===== config.mk =====
export PLATFORM = sky130hd
export DESIGN_NAME = s32x_vdp_bus_master
export DESIGN_NICKNAME = d
export VERILOG_FILES = /design/src/rtl/s32x_vdp_bus_master.sv
export SDC_FILE = /design/constraint.sdc
export NUM_CORES = 1
export LEC_CHECK = 0
export BUFFER_PORTS_ARGS = -buffer_cell sky130_fd_sc_hd__clkbuf_2
export CORE_UTILIZATION = 45
export CTS_CLUSTER_SIZE = 10
export DETAILED_ROUTE_END_ITERATION = 12
export PLACE_DENSITY = 0.72
export SLEW_MARGIN = 20
export SYNTH_ARGS = -nofsm -noshare
export SYNTH_HDL_FRONTEND = slang
export SYNTH_SLANG_ARGS = --single-unit

===== constraint.sdc =====
create_clock -name CLK -period 2 [get_ports CLK]
set_clock_uncertainty 0.15 [all_clocks]
set_input_delay 0.1 -clock CLK [delete_from_list [all_inputs] [get_ports CLK]]
set_output_delay 0.1 -clock CLK [all_outputs]
set_load 0.02 [all_outputs]

===== src/rtl/s32x_vdp_bus_master.sv =====
// s32x_vdp_bus_master: turns one arbitrated host request into one or two
// 16-bit VDP bus cycles with chip-select decode, strobe sequencing,
// ACK_N handshake, read-data capture and a no-acknowledge timeout.
module s32x_vdp_bus_master #(
    parameter int unsigned TIMEOUT = 64
) (
    input  logic        CLK,
    input  logic        RST_N,
    input  logic        HOST_REQ,
    input  logic        HOST_WE,
    input  logic        HOST_SZ,
    input  logic [1:0]  HOST_SPACE,
    input  logic [16:0] HOST_A,
    input  logic [3:0]  HOST_BE,
    input  logic [31:0] HOST_DI,
    output logic [31:0] HOST_DO,
    output logic        HOST_ACK,
    output logic        HOST_ERR,
    output logic        BUSY,
    output logic [16:0] A,
    output logic [15:0] DO,
    input  logic [15:0] DI,
    output logic        RD_N,
    output logic        LWR_N,
    output logic        UWR_N,
    input  logic        ACK_N,
    output logic        REG_CS_N,
    output logic        PAL_CS_N,
    output logic        DRAM_CS_N
);

    localparam int unsigned CW = $clog2(TIMEOUT + 1);

    typedef enum logic [2:0] {
        S_IDLE,
        S_SETUP,
        S_STROBE,
        S_RELEASE,
        S_DONE
    } state_t;

    state_t        state_q, state_d;
    logic [16:0]   a_q, a_d;
    logic [15:0]   dout_q, dout_d;
    logic          rd_n_q, rd_n_d;
    logic          lwr_n_q, lwr_n_d;
    logic          uwr_n_q, uwr_n_d;
    logic [2:0]    cs_n_q, cs_n_d;         // {REG, PAL, DRAM}
    logic [31:0]   host_do_q, host_do_d;
    logic          host_ack_q, host_ack_d;
    logic          host_err_q, host_err_d;
    logic          busy_q, busy_d;
    logic          we_q, we_d;
    logic          pend_q, pend_d;         // low-word half still to run
    logic [15:0]   lo_data_q, lo_data_d;
    logic [1:0]    lo_be_q, lo_be_d;
    logic [1:0]    be_q, be_d;             // byte enables of the current half
    logic          err_q, err_d;
    logic [31:0]   rdata_q, rdata_d;       // read words shifted in per half
    logic [CW-1:0] cnt_q, cnt_d;

    logic [1:0]    hi_be;
    logic          hi_live;
    logic          lo_live;
    logic [2:0]    cs_dec;

    // Next-state and next-output computation for the bus sequencer.
    always_comb begin
        state_d    = state_q;
        a_d        = a_q;
        dout_d     = dout_q;
        rd_n_d     = rd_n_q;
        lwr_n_d    = lwr_n_q;
        uwr_n_d    = uwr_n_q;
        cs_n_d     = cs_n_q;
        host_do_d  = host_do_q;
        host_ack_d = 1'b0;
        host_err_d = 1'b0;
        we_d       = we_q;
        pend_d     = pend_q;
        lo_data_d  = lo_data_q;
        lo_be_d    = lo_be_q;
        be_d       = be_q;
        err_d      = err_q;
        rdata_d    = rdata_q;
        cnt_d      = cnt_q;

        hi_be   = HOST_SZ ? HOST_BE[3:2] : HOST_BE[1:0];
        hi_live = !HOST_WE || (hi_be != 2'b00);
        lo_live = HOST_SZ && (!HOST_WE || (HOST_BE[1:0] != 2'b00));

        case (HOST_SPACE)
            2'b00:   cs_dec = 3'b011;
            2'b01:   cs_dec = 3'b101;
            2'b10:   cs_dec = 3'b110;
            default: cs_dec = 3'b111;
        endcase

        case (state_q)
            S_IDLE: begin
                if (HOST_REQ) begin
                    we_d      = HOST_WE;
                    rdata_d   = '0;
                    err_d     = 1'b0;
                    lo_data_d = HOST_DI[15:0];
                    lo_be_d   = HOST_BE[1:0];
                    if (HOST_SPACE == 2'b11) begin
                        err_d   = 1'b1;
                        state_d = S_DONE;
                    end else if (!hi_live && !lo_live) begin
                        state_d = S_DONE;
                    end else begin
                        cs_n_d  = cs_dec;
                        state_d = S_SETUP;
                        if (hi_live) begin
                            a_d    = HOST_SZ ? {HOST_A[16:1], 1'b0} : HOST_A;
                            dout_d = HOST_SZ ? HOST_DI[31:16] : HOST_DI[15:0];
                            be_d   = hi_be;
                            pend_d = lo_live;
                        end else begin
                            // High word has no enabled bytes: start directly on the low word.
                            a_d    = {HOST_A[16:1], 1'b1};
                            dout_d = HOST_DI[15:0];
                            be_d   = HOST_BE[1:0];
                            pend_d = 1'b0;
                        end
                    end
                end
            end

            S_SETUP: begin
                if (we_q) begin
                    lwr_n_d = ~be_q[0];
                    uwr_n_d = ~be_q[1];
                end else begin
                    rd_n_d = 1'b0;
                end
                cnt_d   = '0;
                state_d = S_STROBE;
            end

            S_STROBE: begin
                if (!ACK_N) begin
                    if (!we_q) begin
                        rdata_d = {rdata_q[15:0], DI};
                    end
                    rd_n_d  = 1'b1;
                    lwr_n_d = 1'b1;
                    uwr_n_d = 1'b1;
                    state_d = S_RELEASE;
                end else if (cnt_q == CW'(TIMEOUT - 1)) begin
                    err_d = 1'b1;
                    if (!we_q) begin
                        rdata_d = {rdata_q[15:0], 16'hFFFF};
                    end
                    rd_n_d  = 1'b1;
                    lwr_n_d = 1'b1;
                    uwr_n_d = 1'b1;
                    state_d = S_RELEASE;
                end else begin
                    cnt_d = cnt_q + 1'b1;
                end
            end

            S_RELEASE: begin
                if (ACK_N) begin
                    if (pend_q) begin
                        pend_d  = 1'b0;
                        a_d     = {a_q[16:1], 1'b1};
                        dout_d  = lo_data_q;
                        be_d    = lo_be_q;
                        state_d = S_SETUP;
                    end else begin
                        cs_n_d     = '1;
                        host_ack_d = 1'b1;
                        host_err_d = err_q;
                        host_do_d  = rdata_q;
                        state_d    = S_DONE;
                    end
                end
            end

            S_DONE: begin
                // Entered from RELEASE with the ack already raised; entered from IDLE
                // (reserved space or fully skipped write) it raises the ack one cycle later.
                if (host_ack_q) begin
                    err_d   = 1'b0;
                    state_d = S_IDLE;
                end else begin
                    host_ack_d = 1'b1;
                    host_err_d = err_q;
                    host_do_d  = rdata_q;
                end
            end

            default: state_d = S_IDLE;
        endcase

        busy_d = (state_d != S_IDLE);
    end

    // State and registered outputs; reset forces bus idle immediately.
    always_ff @(posedge CLK or negedge RST_N) begin
        if (!RST_N) begin
            state_q    <= S_IDLE;
            a_q        <= '0;
            dout_q     <= '0;
            rd_n_q     <= 1'b1;
            lwr_n_q    <= 1'b1;
            uwr_n_q    <= 1'b1;
            cs_n_q     <= '1;
            host_do_q  <= '0;
            host_ack_q <= 1'b0;
            host_err_q <= 1'b0;
            busy_q     <= 1'b0;
            we_q       <= 1'b0;
            pend_q     <= 1'b0;
            lo_data_q  <= '0;
            lo_be_q    <= '0;
            be_q       <= '0;
            err_q      <= 1'b0;
            rdata_q    <= '0;
            cnt_q      <= '0;
        end else begin
            state_q    <= state_d;
            a_q        <= a_d;
            dout_q     <= dout_d;
            rd_n_q     <= rd_n_d;
            lwr_n_q    <= lwr_n_d;
            uwr_n_q    <= uwr_n_d;
            cs_n_q     <= cs_n_d;
            host_do_q  <= host_do_d;
            host_ack_q <= host_ack_d;
            host_err_q <= host_err_d;
            busy_q     <= busy_d;
            we_q       <= we_d;
            pend_q     <= pend_d;
            lo_data_q  <= lo_data_d;
            lo_be_q    <= lo_be_d;
            be_q       <= be_d;
            err_q      <= err_d;
            rdata_q    <= rdata_d;
            cnt_q      <= cnt_d;
        end
    end

    assign A         = a_q;
    assign DO        = dout_q;
    assign RD_N      = rd_n_q;
    assign LWR_N     = lwr_n_q;
    assign UWR_N     = uwr_n_q;
    assign REG_CS_N  = cs_n_q[2];
    assign PAL_CS_N  = cs_n_q[1];
    assign DRAM_CS_N = cs_n_q[0];
    assign HOST_DO   = host_do_q;
    assign HOST_ACK  = host_ack_q;
    assign HOST_ERR  = host_err_q;
    assign BUSY      = busy_q;

endmodule


==> metrics.txt <==
status finished, final reports clean; initial antenna violation count 0; Worst Path Class, Setup register to register; post-synthesis cell area between 6000 and 7000 sq um; Pwr per Cell Area 1580 nW/um^2; MaxCap Viol Count 0; clk buf depth 2; share of the synthesized area in the top cell type a little over half; fin worst setup slack 5.87 ps; CP Capture Type register; first-pass GRT wire length between 20,000 and 30,000 um; Warnings, synthesis 0; # fillers 1,023; final cell count without fillers 987; GRT Overall Usage 24.1%; die area 14,200 sq um; placed cell count ~890; final wirelength roughly 16,000 um; Max Slew Vio Count 0; Rows 42; vias per cell 5.42; CTS Root Cell clkbuf_16; Starting Density ~46%; TNS Setup 0 ps; GR Util met3 5.22%; Req. time, crit path 2150 ps; Routed Antenna Nets 0; largest net degree at the start of global routing 52; Yosys cell types 52; Mean Syn Cell Area roughly 11 sq um; final net count roughly 900; WL/cell ~16 um; P&R area growth vs syn 40.8%; Hold Path Class input pin to register; die width 119 um; met2 Resource Use GR 39.4%; crit path time final 1990 ps; Worst-path clk slew 50 ps; maximum VDD drop 0.000801 V; critical path fanouts, max 19; placed cell areas 7370 sq um; diodes inserted 0; First-pass DRT Iterations 5; Core Region approximately 13,000 sq um; Post-Syn Nets 642; GR Layer Usage met1 30.4%; commonest non-fill, non-tap cell in the layout clkbuf_2; gr busiest metal met2; Multi-input gate area ~2600 sq um; # port buffers 150; Worst-Skew Late Latency 420 ps; DR DRC count 0; ys async rst share 100%; Yosys reg bits 139; I/O pin count 151; vias in the first global route 5,489; setup violators final 0; dpl ws -176 ps; fraction of layout cells with a size suffix above 1 38.5%; f_max 0.501 GHz; register area share after synthesis 56.2%; Critical Path AT approximately 2100 ps; Pwr Total around 14 mW; number of H-tree levels 4; Slew @ Worst Pin 702 ps; top cells by area, synth dfrtp_1 54%, mux2_2 7.8%, nand2_1 5.6%, nor2_1 2.8%, a21bo_2 2.6%; Die Y-Extent 119 um; GRT overflow 0; Rel. slew slack 53.0%; Post-DP HPWL approximately 10,000 um; final period utilization 99.7%; Mapped Cells 564; Post-synth EDFFs 0; post-route cell area 8730 sq um; Critical Path Start Type register; Leakage Power ~4.3 nW; final hold violation count 0; vias 5,349; GP Congestion 0.855; CTS sink cnt 139; prevailing post-synth register cell dfrtp_1; TritonCTS Buffers 17; number of DRC markers in iteration 0 375; post-synth top area cell dfrtp_1; register area 3490 sq um; most frequent cells in the layout 149 x clkbuf_2, 132 x dfrtp_1, 92 x nand2_1, 66 x dlygate4sd3_1, 45 x nor2_1; TritonCTS clock tree yes; RSZ-0062 raised after global routing true
kinds of logic (layout without fill, tap and decap cells):
| kind of cell | count (synthesis) | count (layout) | synth area share [%] |
|---|---|---|---|
| xor+xnor | 1 | 1 | 0.141 |
| fa+ha+maj | 1 | 1 | 0.202 |
| compound gates | 129 | 129 | 14.9 |
| simple gates | 188 | 188 | 14.1 |
| flops | 139 | 139 | 56.2 |
| mux | 58 | 58 | 11.0 |
| buf+inv | 48 | 295 | 3.39 |
cells in the mapped netlist, drive strengths merged (2+ instances only):
| cell | count |
|---|---|
| a21bo | 16 |
| a21oi | 21 |
| a2bb2oi | 4 |
| a31oi | 19 |
| a32o | 16 |
| and2 | 2 |
| and3 | 4 |
| buf | 14 |
| clkbuf | 27 |
| dfrtp | 133 |
| dfstp | 6 |
| inv | 7 |
| mux2 | 53 |
| mux2i | 5 |
| nand2 | 93 |
| nand2b | 3 |
| nand3b | 3 |
| nand4 | 19 |
| nor2 | 46 |
| nor3 | 3 |
| nor3b | 2 |
| o21a | 2 |
| o21ai | 25 |
| o22ai | 16 |
| o32a | 3 |
| or3 | 3 |
| or3b | 2 |
metrics by stage:
step	utilization (%)	hold WS (ps)
2_1_floorplan	-	-346
3_3_place_gp	55.2	-78.0
3_5_place_dp	55.2	-64.9
4_1_cts	64.7	4.33
5_1_grt	65.4	37.1
6_report	65.4	24.8
worst paths after layout:
check                             from   endpoint  slack (ps)  cells past startpoint
min                        HOST_DI[24]      DO[8]          20                      4
max reg2reg                 state_q[0]      DO[7]           6                      5
min reg2reg                    be_q[1]      UWR_N         270                      1
max                         state_q[0]      DO[7]           6                      5
min in group asynchronous        RST_N      DO[3]          50                      2
max in group asynchronous        RST_N  cs_n_q[2]         970                      3
flip-flops by register name, summed over array words and instances, names as in the netlist:
name and flops:
we_q 1, err_q 1, lo_be_q 2, cnt_q 7
LWR_N 1, pend_q 1, HOST_ERR 1, BUSY 1
DO 16, lo_data_q 16, rdata_q 32, cs_n_q 3
UWR_N 1, RD_N 1, HOST_DO 32, state_q 3
A 17, be_q 2, HOST_ACK 1
metal layers:
metal,vias to the layer above,routed length [um]
met2,224,8060
li1,2493,-
met3,40,1100
met5,-,0
met4,0,476
met1,2592,6650
final cells by class:
type / count / area share [%]
multi-input combinational: 377 / 29.5
inverter: 7 / 0.301
sequential: 139 / 40.0
timing repair buffer: 256 / 20.9
clock buffer: 22 / 5.55
clock inverter: 10 / 1.32
tap: 176 / 2.52
critical path, cell delays in order, from the launching register on:
cell	delay, ps
dfrtp_1	420
or3b_4	380
a221oi_2	260
nand3b_1	160
buf_12	200
mux2_4	300
report_power, final:
group | leakage [nW] | switching (mW) | total [mW] | internal (mW)
registers | 1.77 | 0.801 | 4.89 | 4.09
clock network | 0.288 | 1.15 | 3.12 | 1.96
logic | 2.26 | 3.10 | 5.77 | 2.66
timing repair:
action,4_1_cts,5_1_grt
pin swaps,0,20
hold buffers,66,0
hold endpoints to repair,204,0
cloned,0,1
resized for setup,3,10
endpoints found under the setup margin,25,63
setup buffers,0,2
Note: power is estimated with default switching activity, not from simulation.
